### config.mk
export PLATFORM = sky130hd
export DESIGN_NAME = spi_reg_master
export DESIGN_NICKNAME = d
export VERILOG_FILES = /design/src/rtl/spi_reg_pkg.sv /design/src/rtl/spi_clk_gen.sv /design/src/rtl/spi_reg_master.sv
export SDC_FILE = /design/constraint.sdc
export NUM_CORES = 1
export LEC_CHECK = 0
export BUFFER_PORTS_ARGS = -buffer_cell sky130_fd_sc_hd__buf_2
export CAP_MARGIN = 20
export CORE_MARGIN = 2
export CORE_UTILIZATION = 57
export CTS_CLUSTER_SIZE = 28
export DETAILED_ROUTE_END_ITERATION = 8
export PLACE_DENSITY_LB_ADDON = 0.12
export SLEW_MARGIN = 0
export SYNTH_ARGS = -nofsm -noshare
export SYNTH_HDL_FRONTEND = slang
export SYNTH_SLANG_ARGS = --single-unit
export TNS_END_PERCENT = 20
### constraint.sdc
create_clock -name clk -period 4.44 [get_ports clk]
set_input_delay 0.444 -clock clk [delete_from_list [all_inputs] [get_ports clk]]
set_output_delay 0.444 -clock clk [all_outputs]
set_load 0.02 [all_outputs]
### src/rtl/spi_reg_pkg.sv
// Shared types and constants for the SPI register-bus initiator.
package spi_reg_pkg;

    typedef enum logic [2:0] {IDLE, SETUP, SHIFT, HOLD, GAP} state_e;

    localparam int         FRAME_BITS = 16;
    localparam logic       RW_READ    = 1'b1;
    localparam logic       RW_WRITE   = 1'b0;
    localparam logic [6:0] ADDR_GPO   = 7'h04;
    localparam logic [6:0] ADDR_LED   = 7'h05;

    function automatic logic [FRAME_BITS-1:0] frame_word(input logic       rw,
                                                         input logic [6:0] addr,
                                                         input logic [7:0] wdata);
        return {rw, addr, (rw == RW_READ) ? 8'h00 : wdata};
    endfunction

endpackage

### src/rtl/spi_clk_gen.sv
// SCLK generator: while run is high, toggles sclk every CLK_DIV clocks starting
// with a rising edge; strobes flag the clk edge on which sclk will rise or fall.
module spi_clk_gen #(
    parameter int CLK_DIV = 4
) (
    input  logic clk,
    input  logic reset_n,
    input  logic run,
    output logic sclk,
    output logic rise_stb,
    output logic fall_stb
);

    localparam int             CW   = $clog2(CLK_DIV);
    localparam logic [CW-1:0]  LOAD = CW'(CLK_DIV - 1);

    logic [CW-1:0] cnt_q, cnt_d;
    logic          sclk_q, sclk_d;
    logic          tc;

    always_comb begin
        tc       = run && (cnt_q == '0);
        rise_stb = tc && !sclk_q;
        fall_stb = tc && sclk_q;
        cnt_d    = cnt_q;
        sclk_d   = sclk_q;
        if (!run) begin
            cnt_d  = '0;
            sclk_d = 1'b0;
        end else if (tc) begin
            cnt_d  = LOAD;
            sclk_d = !sclk_q;
        end else begin
            cnt_d  = cnt_q - 1'b1;
        end
    end

    always_ff @(posedge clk) begin
        if (!reset_n) begin
            cnt_q  <= '0;
            sclk_q <= 1'b0;
        end else begin
            cnt_q  <= cnt_d;
            sclk_q <= sclk_d;
        end
    end

    assign sclk = sclk_q;

endmodule

### src/rtl/spi_reg_master.sv
// SPI mode-0 initiator for 16-bit {rw, addr, data} register frames.
// Optional SPI_XFER_CNT_EN adds a completed-transfer counter and a read-frame flag.
//
// state | meaning
// IDLE  | ready for a request; a cleared req_ready marks the one-cycle launch
// SETUP | cs_n low, first bit on mosi, sclk low
// SHIFT | 16 sclk periods, then one low half-period tail after the last fall
// HOLD  | cs_n low, sclk low before release
// GAP   | cs_n high; response pulse in first cycle
module spi_reg_master
    import spi_reg_pkg::*;
#(
    parameter int CLK_DIV = 4,
    parameter int GAP_CYC = 4
) (
    input  logic        clk,
    input  logic        reset_n,
    input  logic        req_valid,
    output logic        req_ready,
    input  logic        req_rw,
    input  logic [6:0]  req_addr,
    input  logic [7:0]  req_wdata,
    output logic        rsp_valid,
    output logic [7:0]  rsp_rdata,
    output logic        sclk,
    output logic        mosi,
    input  logic        miso,
    output logic        cs_n
`ifdef SPI_XFER_CNT_EN
    ,
    output logic [15:0] xfer_cnt,
    output logic        xfer_rd
`endif
);

    if (CLK_DIV < 2) begin : g_div_chk
        $error("CLK_DIV must be >= 2");
    end
    if (GAP_CYC < 1) begin : g_gap_chk
        $error("GAP_CYC must be >= 1");
    end

    localparam int            TMR_MAX  = (CLK_DIV > GAP_CYC) ? CLK_DIV : GAP_CYC;
    localparam int            TW       = $clog2(TMR_MAX);
    localparam int            BW       = $clog2(FRAME_BITS);
    localparam logic [TW-1:0] DIV_LOAD = TW'(CLK_DIV - 1);
    localparam logic [TW-1:0] GAP_LOAD = TW'(GAP_CYC - 1);

    state_e                  state_q, state_d;
    logic [TW-1:0]           tmr_q, tmr_d;
    logic [BW-1:0]           bit_cnt_q, bit_cnt_d;
    logic                    last_q, last_d;
    logic                    rw_q, rw_d;
    logic [FRAME_BITS-1:0]   shift_q, shift_d;
    logic [7:0]              rx_q, rx_d;
    logic [7:0]              rsp_rdata_q, rsp_rdata_d;
    logic                    req_ready_q, req_ready_d;
    logic                    rsp_valid_q, rsp_valid_d;
    logic                    mosi_q, mosi_d;
    logic                    cs_n_q, cs_n_d;
    logic                    run, rise_stb, fall_stb;

    // Kept free of the strobes so run can be derived from the next state without a loop.
    always_comb begin : next_state
        state_d = state_q;
        case (state_q)
            IDLE:    if (!req_ready_q)            state_d = SETUP;
            SETUP:   if (tmr_q == '0)             state_d = SHIFT;
            SHIFT:   if (last_q && tmr_q == '0)   state_d = HOLD;
            HOLD:    if (tmr_q == '0)             state_d = GAP;
            GAP:     if (tmr_q == '0)             state_d = IDLE;
            default:                              state_d = IDLE;
        endcase
        run = (state_d == SHIFT);
    end

    spi_clk_gen #(.CLK_DIV(CLK_DIV)) u_clk_gen (
        .clk      (clk),
        .reset_n  (reset_n),
        .run      (run),
        .sclk     (sclk),
        .rise_stb (rise_stb),
        .fall_stb (fall_stb)
    );

    always_comb begin : datapath
        tmr_d       = tmr_q;
        bit_cnt_d   = bit_cnt_q;
        last_d      = last_q;
        rw_d        = rw_q;
        shift_d     = shift_q;
        rx_d        = rx_q;
        req_ready_d = req_ready_q;
        rsp_valid_d = 1'b0;
        rsp_rdata_d = rsp_rdata_q;
        mosi_d      = mosi_q;
        cs_n_d      = cs_n_q;
        case (state_q)
            IDLE: begin
                if (req_ready_q) begin
                    if (req_valid) begin
                        shift_d     = frame_word(req_rw, req_addr, req_wdata);
                        rw_d        = req_rw;
                        req_ready_d = 1'b0;
                    end
                end else begin
                    cs_n_d    = 1'b0;
                    mosi_d    = shift_q[FRAME_BITS-1];
                    tmr_d     = DIV_LOAD;
                    bit_cnt_d = '0;
                    last_d    = 1'b0;
                    rx_d      = '0;
                end
            end
            SETUP: begin
                if (tmr_q != '0) tmr_d = tmr_q - 1'b1;
            end
            SHIFT: begin
                // Only the data byte of the frame is captured from miso.
                if (rise_stb && bit_cnt_q[BW-1]) rx_d = {rx_q[6:0], miso};
                if (fall_stb) begin
                    shift_d   = {shift_q[FRAME_BITS-2:0], 1'b0};
                    mosi_d    = shift_q[FRAME_BITS-2];
                    bit_cnt_d = bit_cnt_q + 1'b1;
                    if (bit_cnt_q == BW'(FRAME_BITS - 1)) begin
                        last_d = 1'b1;
                        tmr_d  = DIV_LOAD;
                    end
                end else if (last_q) begin
                    tmr_d = (tmr_q == '0) ? DIV_LOAD : tmr_q - 1'b1;
                end
            end
            HOLD: begin
                if (tmr_q == '0) begin
                    cs_n_d      = 1'b1;
                    mosi_d      = 1'b0;
                    rsp_valid_d = 1'b1;
                    rsp_rdata_d = (rw_q == RW_READ) ? rx_q : 8'h00;
                    tmr_d       = GAP_LOAD;
                end else begin
                    tmr_d = tmr_q - 1'b1;
                end
            end
            GAP: begin
                if (tmr_q == '0) begin
                    req_ready_d = 1'b1;
                    last_d      = 1'b0;
                end else begin
                    tmr_d = tmr_q - 1'b1;
                end
            end
            default: ;
        endcase
    end

    always_ff @(posedge clk) begin
        if (!reset_n) begin
            state_q     <= IDLE;
            tmr_q       <= '0;
            bit_cnt_q   <= '0;
            last_q      <= 1'b0;
            rw_q        <= 1'b0;
            shift_q     <= '0;
            rx_q        <= '0;
            rsp_rdata_q <= '0;
            req_ready_q <= 1'b1;
            rsp_valid_q <= 1'b0;
            mosi_q      <= 1'b0;
            cs_n_q      <= 1'b1;
        end else begin
            state_q     <= state_d;
            tmr_q       <= tmr_d;
            bit_cnt_q   <= bit_cnt_d;
            last_q      <= last_d;
            rw_q        <= rw_d;
            shift_q     <= shift_d;
            rx_q        <= rx_d;
            rsp_rdata_q <= rsp_rdata_d;
            req_ready_q <= req_ready_d;
            rsp_valid_q <= rsp_valid_d;
            mosi_q      <= mosi_d;
            cs_n_q      <= cs_n_d;
        end
    end

    assign req_ready = req_ready_q;
    assign rsp_valid = rsp_valid_q;
    assign rsp_rdata = rsp_rdata_q;
    assign mosi      = mosi_q;
    assign cs_n      = cs_n_q;

`ifdef SPI_XFER_CNT_EN
    logic [15:0] xfer_cnt_q, xfer_cnt_d;

    // Bumped on the edge that raises rsp_valid, so the new count shows with the pulse.
    always_comb begin
        xfer_cnt_d = rsp_valid_d ? xfer_cnt_q + 16'd1 : xfer_cnt_q;
    end

    always_ff @(posedge clk) begin
        if (!reset_n) xfer_cnt_q <= '0;
        else          xfer_cnt_q <= xfer_cnt_d;
    end

    assign xfer_cnt = xfer_cnt_q;
    assign xfer_rd  = (rw_q == RW_READ) && (state_q == SHIFT || state_q == HOLD);
`endif

endmodule

==> run_results.csv, run 1 <==
group,metric,value,unit
outcome,outcome,"complete, no violations",
clock_network,clock_latency,0.30,ns
timing,hold_ws,0.393,ns
worst_setup_path,ff2ff_path_depth,5,
detailed_routing,drc_errors,0,
pwr,finalPower,1.19,mW
yosys,synth_top_area_cell,"dfxtp_1",
job,cap_violations,0,
timing,relSlewSlack,0.410,
timing,max_freq,353,MHz
pwr,seqPwrFrac,0.457,
pwr,vdd_drop_max,0.257,mV
place,numPortBuffers,32,
timing,final-max-slew-violation-count,0,
detailed_routing,dr_wl_met3,179,um
timing,final.setup_skew,0.00638,ns
layout,n_antenna_cell,0,
timing,finalCritPeriodShare,0.638,
place,place_ws,1.65,ns
layout,drive_above_1_share,0.162,
yosys,yosys_register_bits,50,
layout,fillers,349,
worst_setup_path,start_kind,"register",
detailed_routing,vias_per_cell,5.82,
global_routing,first_global_vias,1686,
pwr,clkPwrFrac,0.266,
global_routing,grt-ovfl-total,0,
worst_setup_path,crit_path_max_incr_delay,0.70,ns
detailed_routing,antenna_left,0,
worst_setup_path,crit_path_end_kind,"register",
layout,areaGrowthSynthToFinish,10.5,%
yosys,ys_seq_area_frac,0.430,
place,dp_hpwl,3240,um
timing,worst_pin_slew,0.883,ns
worst_setup_path,cp_max_fo,31,
floorplanning,die_area,4610,um2
place,dpl_cell_area,2470,um2
pwr,intPower,795,uW
detailed_routing,wl_per_cell,14.1,um
timing,period_needed,2.83,ns
place,globalplace.congestion,0.863,
timing,hold_viol,0,
worst_setup_path,path_cells,"or3b_4, or3_1, nand2_1, nor2_1, a311oi_1",
yosys,synthCells,273,
detailed_routing,met2_length,2190,um
pwr,p_sw_frac,0.334,
yosys,synth_edf_count,0,
clock_network,cts_tree,"yes",
pwr,power.density,464,nW/um2
clock_network,numCtsBuffers,5,
detailed_routing,vias,1986,
pwr,p_switching,399,uW
clock_network,cts-root-buf,"clkbuf_8",
floorplanning,row_count,23,
clock_network,postCtsHoldBufs,0,
pwr,p_comb_frac,0.277,
global_routing,grt_pass1_wl,7780,um
yosys,synthArstFlopShare,0,
floorplanning,core_area,3970,um2
timing,setup_slack,1.61,ns
yosys,synth_top_area_frac,0.430,
floorplanning,initial_utilization,0.586,
timing,setup_viol,0,
global_routing,track_usage,0.222,
layout,final_util,0.648,
global_routing,antenna_found_initial,0,
clock_network,ctsLongestPathBuffers,2,
detailed_routing,drt_first_pass_iters,4,
layout,final_common_cell,"dfxtp_1",
worst_setup_path,critPathRequiredTime,4.66,ns
detailed_routing,routed_wl,4810,um
worst_setup_path,arrival,3.05,ns
timing,tns,0,ns
floorplanning,die_h,67.9,um
yosys,synth-main-ff-cell,"dfxtp_1",
global_routing,grt_max_degree,33,
timing,rsz0062_at_grt,"false",
floorplanning,dieWidth,67.9,um
yosys,yosys-top-cells-area,"dfxtp_1 (43%), a21oi_1 (5.2%), nand2_1 (5.2%)",
detailed_routing,wirelength_met1,2400,um
clock_network,cts_sinks,50,
yosys,yosysWarnings,0,
place,placed_cells,334,
detailed_routing,drt_iter0_markers,103,
yosys,syn_area,2330,um2
worst_setup_path,cp_slowest_cell,"nand2_1",
layout,final_net_count,315,
pwr,leakage,1.08,nW
detailed_routing,top_layer,"met4",
clock_network,cts_setup_buffers,0,
clock_network,clk_pin_slew,0.09,ns
yosys,synth.net_count,297,
floorplanning,io_pins,33,
clock_network,cts_resized,0,
worst_setup_path,path_class,"reg2reg",
clock_network,htree_levels,2,
layout,design_area,2570,um2
layout,final_cell_mix,"dfxtp_1 (50), nand2_1 (32), buf_2 (32)",
yosys,synth_cell_types,47,
layout,stdcell_count,341,
yosys,synth.avg_cell_area,8.53,um2
min_path,min_path_cells,3,
min_path,min_path_type,"in2reg",
## worst max-delay path: cells and delay by family (launching register included)
family	cells	cell delay [ns]
and+or+nand+nor	4	1.85
AOI/OAI and AO/OA	1	0.27
DFF	1	0.60
## final cells by class
cell class,instances,area [um2],share of cell area
multi-input combinational,191,1190,0.464
sequential,50,1000,0.389
timing repair buffer,34,175,0.0681
clock buffer,5,68.8,0.0267
tap,50,62.6,0.0243
clock inverter,2,38.8,0.0151
inverter,9,33.8,0.0131
## Yosys cell counts, drive strengths merged (2+ instances only)
| cell type | instances |
|---|---|
| dfxtp | 50 |
| nand2 | 32 |
| a21oi | 24 |
| nor2 | 23 |
| clkbuf | 16 |
| nand3 | 13 |
| inv | 9 |
| o211ai | 9 |
| a311oi | 8 |
| nor3b | 8 |
| o211a | 8 |
| a22o | 7 |
| buf | 7 |
| nand4 | 5 |
| o21ai | 5 |
| and2 | 4 |
| ha | 4 |
| a21boi | 3 |
| a31oi | 3 |
| and3 | 3 |
| nand2b | 3 |
| nor3 | 3 |
| xor2 | 3 |
| mux2i | 2 |
| nand4b | 2 |
| nor2b | 2 |
| xnor2 | 2 |
## registers in the layout, summed over array words and instances, names as in the netlist, 2 cells and up
name / count
shift_q: 16
rsp_rdata: 8
rx_q: 8
bit_cnt_q: 4
state_q: 3
tmr_q: 2
u_clk_gen.cnt_q: 2
## final timing paths
path / from / to / slack, ns
max reg2reg: state_q[1]$_SDFF_PN0_ / shift_q[14]$_SDFFE_PN0P_ / 1.61
min: req_addr[5] / shift_q[13]$_SDFFE_PN0P_ / 0.39
min reg2reg: u_clk_gen.cnt_q[0]$_SDFF_PN0_ / u_clk_gen.cnt_q[0]$_SDFF_PN0_ / 0.43
max: state_q[1]$_SDFF_PN0_ / shift_q[14]$_SDFFE_PN0P_ / 1.61
## power groups by stage
stage / clock [mW] / sequential (mW) / combinational [mW]
after floorplan: 0 / 0.542 / 0.267
after global placement: 0 / 0.555 / 0.325
after detailed placement: 0 / 0.556 / 0.328
after CTS: 0.324 / 0.545 / 0.330
after global routing: 0.337 / 0.554 / 0.371
final: 0.318 / 0.546 / 0.330
## metal layers
metal  global-route usage  vias to the layer above
li1                     -                     1013
met1                0.302                      928
met2                0.354                       40
met3               0.0543                        5
met4               0.0600                        0
met5                    0                        -
## logic make-up (layout without fill, tap and decap cells)
| logic type | count (synthesis) | after routing | synth area share |
|---|---|---|---|
| AO/OA/AOI/OAI | 76 | 76 | 0.236 |
| XOR/XNOR | 5 | 5 | 0.0188 |
| adder cells (fa/ha/maj) | 4 | 4 | 0.0215 |
| buffers and inverters | 32 | 50 | 0.0602 |
| flip-flops | 50 | 50 | 0.430 |
| multiplexers | 2 | 2 | 0.00860 |
| AND/OR/NAND/NOR | 104 | 104 | 0.225 |
No activity file was read; power rests on OpenSTA's default activity.
==> run 2, diff against run 1 <==
--- a/config.mk
+++ b/config.mk
@@ -8,7 +8,7 @@
 export BUFFER_PORTS_ARGS = -buffer_cell sky130_fd_sc_hd__buf_2
 export CAP_MARGIN = 20
 export CORE_MARGIN = 2
-export CORE_UTILIZATION = 57
+export CORE_UTILIZATION = 56
 export CTS_CLUSTER_SIZE = 28
 export DETAILED_ROUTE_END_ITERATION = 8
 export PLACE_DENSITY_LB_ADDON = 0.12
==> constraint.sdc (replaced) <==
create_clock -name clk -period 2.8 [get_ports clk]
set_input_delay 0.28 -clock clk [delete_from_list [all_inputs] [get_ports clk]]
set_output_delay 0.28 -clock clk [all_outputs]
set_load 0.02 [all_outputs]
==> run 2 against run 1 <==
  * Combinational power grew 73%
  * Non-clock buffer count is 7 higher
  * Global-route usage up 1.2 points
  * Fmax grew 32%
  * Utilization increased by 1.2 points
  * Routed wire length grew 3.2%
  * Via count grew 1.3%
  * Critical path depth grew 1
  * Clock-buffer cell count grew 1
  * Total power is 64% higher
  * Die area rose by 1.7%
  * Cell count grew 2.3%
==> run_results.csv, run 2 (synthesized netlist as in run 1, its figures left out) <==
group,metric,value,unit
outcome,outcome,"complete, no violations",
place,dp_hpwl,3360,um
layout,areaGrowthSynthToFinish,13.4,%
worst_setup_path,rrSetupSlack,0.65,ns
pwr,power.density,741,nW/um2
global_routing,track_usage,0.234,
floorplanning,io_pins,33,
worst_setup_path,cp_max_fo,31,
layout,n_antenna_cell,0,
timing,final-max-slew-violation-count,0,
layout,final_cell_mix,"dfxtp_1 (50), nand2_1 (32), buf_2 (32)",
layout,fillers,343,
worst_setup_path,r2r_start,"state_q[0]$_SDFF_PN0_",
global_routing,grt_pass1_wl,8200,um
clock_network,cts_resized,0,
detailed_routing,wl_per_cell,14.2,um
clock_network,cts_tree,"yes",
layout,final_net_count,322,
worst_setup_path,path_buf_inv,1,
floorplanning,die_area,4690,um2
timing,hold_ws,0.230,ns
worst_setup_path,r2r_end,"shift_q[11]$_SDFFE_PN0P_",
layout,largest_reg_flops,16,
worst_setup_path,crit_path_max_incr_delay,0.53,ns
clock_network,numCtsBuffers,5,
timing,finalCritPeriodShare,0.768,
detailed_routing,routed_wl,4960,um
clock_network,postCtsHoldBufs,0,
worst_setup_path,arrival,2.37,ns
worst_setup_path,ff2ff_path_depth,6,
floorplanning,row_count,23,
layout,regMostFlops,"shift_q",
place,globalplace.congestion,0.869,
place,dpl_cell_area,2520,um2
worst_setup_path,crit_path_end_kind,"register",
worst_setup_path,path_delay_family,"simple AND/OR/NAND/NOR gates",
timing,relSlewSlack,0.608,
worst_setup_path,cp_slowest_cell,"or3_1",
clock_network,cts_setup_buffers,0,
timing,final.setup_skew,0.0107,ns
floorplanning,die_h,68.5,um
layout,design_area,2640,um2
detailed_routing,antenna_left,0,
timing,max_freq,465,MHz
worst_setup_path,path_class,"reg2reg",
timing,rsz0062_at_grt,"false",
timing,setup_viol,0,
detailed_routing,vias_per_cell,5.76,
floorplanning,initial_utilization,0.582,
floorplanning,dieWidth,68.5,um
place,place_ws,0.647,ns
clock_network,cts_sinks,50,
timing,hold_viol,0,
layout,drive_above_1_share,0.184,
detailed_routing,drc_errors,0,
worst_setup_path,path_cells,"or3b_4, or3_1, nand2_1, buf_4, nor2_1, a311oi_1",
clock_network,ctsLongestPathBuffers,2,
detailed_routing,drt_iter0_markers,164,
detailed_routing,drt_first_pass_iters,4,
clock_network,cts-root-buf,"clkbuf_8",
global_routing,antenna_found_initial,0,
global_routing,first_global_vias,1798,
min_path,min_path_type,"in2reg",
timing,setup_slack,0.650,ns
detailed_routing,vias,2011,
clock_network,htree_levels,2,
worst_setup_path,setup.worst_path.end,"shift_q[11]$_SDFFE_PN0P_",
global_routing,grt-ovfl-total,0,
place,numPortBuffers,32,
layout,final_common_cell,"dfxtp_1",
clock_network,clk_pin_slew,0.09,ns
job,cap_violations,0,
timing,period_needed,2.15,ns
floorplanning,core_area,4000,um2
worst_setup_path,crit_cells,6,
place,placed_cells,341,
global_routing,grt_max_degree,32,
timing,tns,0,ns
worst_setup_path,critPathRequiredTime,3.02,ns
layout,stdcell_count,349,
clock_network,clock_latency,0.31,ns
pwr,vdd_drop_max,0.478,mV
pwr,leakage,1.12,nW
worst_setup_path,crit_start,"state_q[0]$_SDFF_PN0_",
timing,worst_pin_slew,0.585,ns
worst_setup_path,start_kind,"register",
[run 2: cell types whose count changed in the layout (fill, tap and decap cells not counted)]
cell      before  now
buf_4          2    9
clkbuf_8       5    6
clkinv_4       1    0
inv_6          0    1
[run 2: per-layer routing]
layer  wire (um)  global-route usage  part of all wire
met5           0                   0                 0
met4          44              0.0675            0.0089
met3         195              0.0543             0.039
met2        2310               0.373              0.47
met1        2410               0.314              0.49
[run 2: final cells by class]
class | count | area, um2 | share of cell area
clock buffer | 6 | 82.6 | 0.0313
clock inverter | 2 | 38.8 | 0.0147
inverter | 9 | 33.8 | 0.0128
multi-input combinational | 191 | 1190 | 0.452
sequential | 50 | 1000 | 0.379
tap | 50 | 62.6 | 0.0237
timing repair buffer | 41 | 228 | 0.0863
[run 2: worst min-delay path by stage]
stage                                   from                            end  slack (ns)  cells past startpoint
3_5_place_dp   u_clk_gen.cnt_q[0]$_SDFF_PN0_  u_clk_gen.cnt_q[0]$_SDFF_PN0_        0.43                      1
2_1_floorplan  u_clk_gen.cnt_q[0]$_SDFF_PN0_  u_clk_gen.cnt_q[0]$_SDFF_PN0_        0.40                      1
6_report                                miso           rx_q[0]$_SDFFE_PN0P_        0.23                      3
4_1_cts                                 miso           rx_q[0]$_SDFFE_PN0P_        0.22                      3
3_3_place_gp   u_clk_gen.cnt_q[0]$_SDFF_PN0_  u_clk_gen.cnt_q[0]$_SDFF_PN0_        0.42                      1
5_1_grt                                 miso           rx_q[0]$_SDFFE_PN0P_        0.23                      3
[run 2: stage by stage]
stage,util,power (mW)
2_1_floorplan,-,1.28
3_3_place_gp,0.630,1.42
3_5_place_dp,0.630,1.42
4_1_cts,0.660,1.96
5_1_grt,0.660,2.08
6_report,0.660,1.96
[run 2: power breakdown]
group          switching, mW  total (mW)  internal (mW)
Combinational          0.349       0.571          0.222
Sequential            0.0487       0.841          0.792
Clock                  0.250       0.544          0.294
[run 2: tightest hold or removal path: stages]
cell and delay, ns:
buf_2 0.10, nand3_1 0.06, a21oi_1 0.06
==> run 3, diff against run 2 <==
--- a/config.mk
+++ b/config.mk
@@ -8,7 +8,7 @@
 export BUFFER_PORTS_ARGS = -buffer_cell sky130_fd_sc_hd__buf_2
 export CAP_MARGIN = 20
 export CORE_MARGIN = 2
-export CORE_UTILIZATION = 56
+export CORE_UTILIZATION = 51
 export CTS_CLUSTER_SIZE = 28
 export DETAILED_ROUTE_END_ITERATION = 8
 export PLACE_DENSITY_LB_ADDON = 0.12
==> constraint.sdc (replaced) <==
create_clock -name clk -period 1.9 [get_ports clk]
set_input_delay 0.19 -clock clk [delete_from_list [all_inputs] [get_ports clk]]
set_output_delay 0.19 -clock clk [all_outputs]
set_load 0.02 [all_outputs]
==> run 3 against run 2 <==
  * Fmax rose by 16%
  * Routed wire length rose by 6.5%
  * Utilization fell by 3.0 points
  * Sequential share of layout area fell by 1.7 points
  * Cell count rose by 3.7%
  * Clock skew fell by 0.0034 ns
  * Largest power group unchanged
  * Flip-flop and latch count did not move
  * Register-to-register slack got worse by 0.60 ns
  * Combinational power rose by 79%
  * Hold slack got worse by 0.10 ns
  * Non-clock buffer count rose by 12
==> run_results.csv, run 3 (synthesized netlist as in run 1, its figures left out) <==
group,metric,value,unit
timing,worst_pin_slew,0.502,ns
floorplanning,io_pins,33,
timing,period_needed,1.85,ns
timing,max_freq,539,MHz
worst_setup_path,crit_path_end_kind,"register",
global_routing,track_usage,0.213,
layout,final_util,0.630,
detailed_routing,drt_first_pass_iters,4,
layout,fillers,397,
clock_network,cts_tree,"yes",
worst_setup_path,r2r_end,"last_q$_SDFFE_PN0P_",
layout,largest_reg_flops,16,
global_routing,grt_max_degree,32,
global_routing,met1_usage,0.279,
worst_setup_path,setup.worst_path.end,"last_q$_SDFFE_PN0P_",
clock_network,cts_sinks,50,
detailed_routing,antenna_left,0,
worst_setup_path,critPathRequiredTime,2.16,ns
layout,areaGrowthSynthToFinish,18.5,%
timing,rsz0062_at_grt,"true",
layout,final_net_count,334,
clock_network,cts_setup_buffers,0,
worst_setup_path,r2r_start,"tmr_q[0]$_SDFFE_PN0P_",
place,dpl_cell_area,2630,um2
worst_setup_path,ff2ff_path_depth,7,
pwr,leakage,1.18,nW
timing,final.setup_skew,0.00733,ns
layout,regMostFlops,"shift_q",
worst_setup_path,path_class,"reg2reg",
floorplanning,die_area,5120,um2
clock_network,cts-root-buf,"clkbuf_8",
floorplanning,dieWidth,71.6,um
pwr,clkPwrFrac,0.209,
clock_network,htree_levels,2,
detailed_routing,wl_per_cell,14.6,um
layout,design_area,2760,um2
place,numPortBuffers,32,
worst_setup_path,crit_start,"tmr_q[0]$_SDFFE_PN0P_",
clock_network,clk_pin_slew,0.09,ns
place,dp_hpwl,3520,um
pwr,power.density,1030,nW/um2
global_routing,grt-ovfl-total,0,
floorplanning,initial_utilization,0.531,
layout,final_cell_mix,"dfxtp_1 (50), buf_2 (32), nand2_1 (31)",
global_routing,antenna_found_initial,0,
detailed_routing,vias,2064,
layout,multi_input_area,1230,um2
global_routing,grtUsageMet2,0.338,
worst_setup_path,rrSetupSlack,0.05,ns
detailed_routing,drt_iter0_markers,108,
layout,drive_above_1_share,0.232,
layout,final_common_cell,"dfxtp_1",
layout,n_antenna_cell,0,
floorplanning,core_area,4380,um2
global_routing,met3_usage,0.0450,
layout,regArea,1000,um2
place,globalplace.congestion,0.846,
min_path,min_path_type,"in2reg",
timing,final-max-slew-violation-count,0,
timing,setup_viol,0,
worst_setup_path,arrival,2.11,ns
job,cap_violations,0,
pwr,intPower,1.85,mW
outcome,outcome,"complete, no violations",
pwr,p_comb_frac,0.359,
clock_network,ctsLongestPathBuffers,2,
clock_network,numCtsBuffers,5,
global_routing,grt_busiest_layer,"met2",
floorplanning,row_count,24,
timing,finalCritPeriodShare,0.976,
detailed_routing,routed_wl,5290,um
timing,relSlewSlack,0.662,
clock_network,postCtsHoldBufs,0,
detailed_routing,drc_errors,0,
pwr,vdd_drop_max,0.763,mV
floorplanning,die_h,71.6,um
pwr,seqPwrFrac,0.432,
place,placed_cells,354,
pwr,p_switching,983,uW
timing,tns,0,ns
global_routing,grt_pass1_wl,8690,um
layout,stdcell_count,362,
worst_setup_path,cp_max_fo,4,
clock_network,clock_latency,0.31,ns
pwr,p_sw_frac,0.347,
global_routing,first_global_vias,1925,
detailed_routing,vias_per_cell,5.70,
worst_setup_path,start_kind,"register",
timing,hold_viol,0,
[run 3: per-layer routing]
metal,vias to the layer above,wire (um)
met4,0,70
met5,-,0
met3,9,241
met1,952,2500
met2,47,2470
li1,1056,-
[run 3: per-stage QoR]
| step | total power, mW | hold slack (ns) | worst slack [ns] |
|---|---|---|---|
| CTS | 2.80 | 0.123 | 0.0385 |
| floorplan | 1.90 | 0.342 | -0.0559 |
| global route | 3.01 | 0.143 | -0.0594 |
| finish | 2.84 | 0.129 | 0.0459 |
| detailed placement | 2.21 | 0.422 | 0.00420 |
| global placement | 2.20 | 0.419 | 0.0739 |
[run 3: final cells by class]
| type | count | share of cell area |
|---|---|---|
| Sequential cell | 50 | 0.363 |
| Timing Repair Buffer | 53 | 0.126 |
| Inverter | 9 | 0.0122 |
| Clock buffer | 5 | 0.0249 |
| Multi-Input combinational cell | 191 | 0.447 |
| Clock inverter | 2 | 0.00363 |
| Tap cell | 52 | 0.0236 |
[run 3: timing repair]
item / CTS / global route
endpoints found under the setup margin: 5 / 22
cloned: 0 / 1
pin swaps: 0 / 1
resized for setup: 1 / 5
[run 3: power by group through the flow]
stage | registers, mW | clock network, mW | logic, mW
2_1_floorplan | 1.27 | 0 | 0.637
3_3_place_gp | 1.25 | 0 | 0.950
3_5_place_dp | 1.25 | 0 | 0.958
4_1_cts | 1.23 | 0.613 | 0.963
5_1_grt | 1.24 | 0.645 | 1.12
6_report | 1.23 | 0.593 | 1.02
[run 3: worst min-delay path by stage]
stage,from,to,slack (ns),cells past startpoint
floorplan,miso,rx_q[0]$_SDFFE_PN0P_,0.34,2
global placement,u_clk_gen.cnt_q[0]$_SDFF_PN0_,u_clk_gen.cnt_q[0]$_SDFF_PN0_,0.42,1
detailed placement,u_clk_gen.cnt_q[0]$_SDFF_PN0_,u_clk_gen.cnt_q[0]$_SDFF_PN0_,0.42,1
CTS,req_addr[2],shift_q[10]$_SDFFE_PN0P_,0.12,3
global route,req_addr[1],shift_q[9]$_SDFFE_PN0P_,0.14,3
finish,req_addr[4],shift_q[12]$_SDFFE_PN0P_,0.13,3
[run 3: worst max-delay path: stages, from the launching register on]
cell and delay [ns]:
dfxtp_1 0.34, inv_1 0.06, ha_1 0.20, and2_1 0.19, or3_4 0.38, a2111oi_4 0.32
mux2i_1 0.21, and2_1 0.13
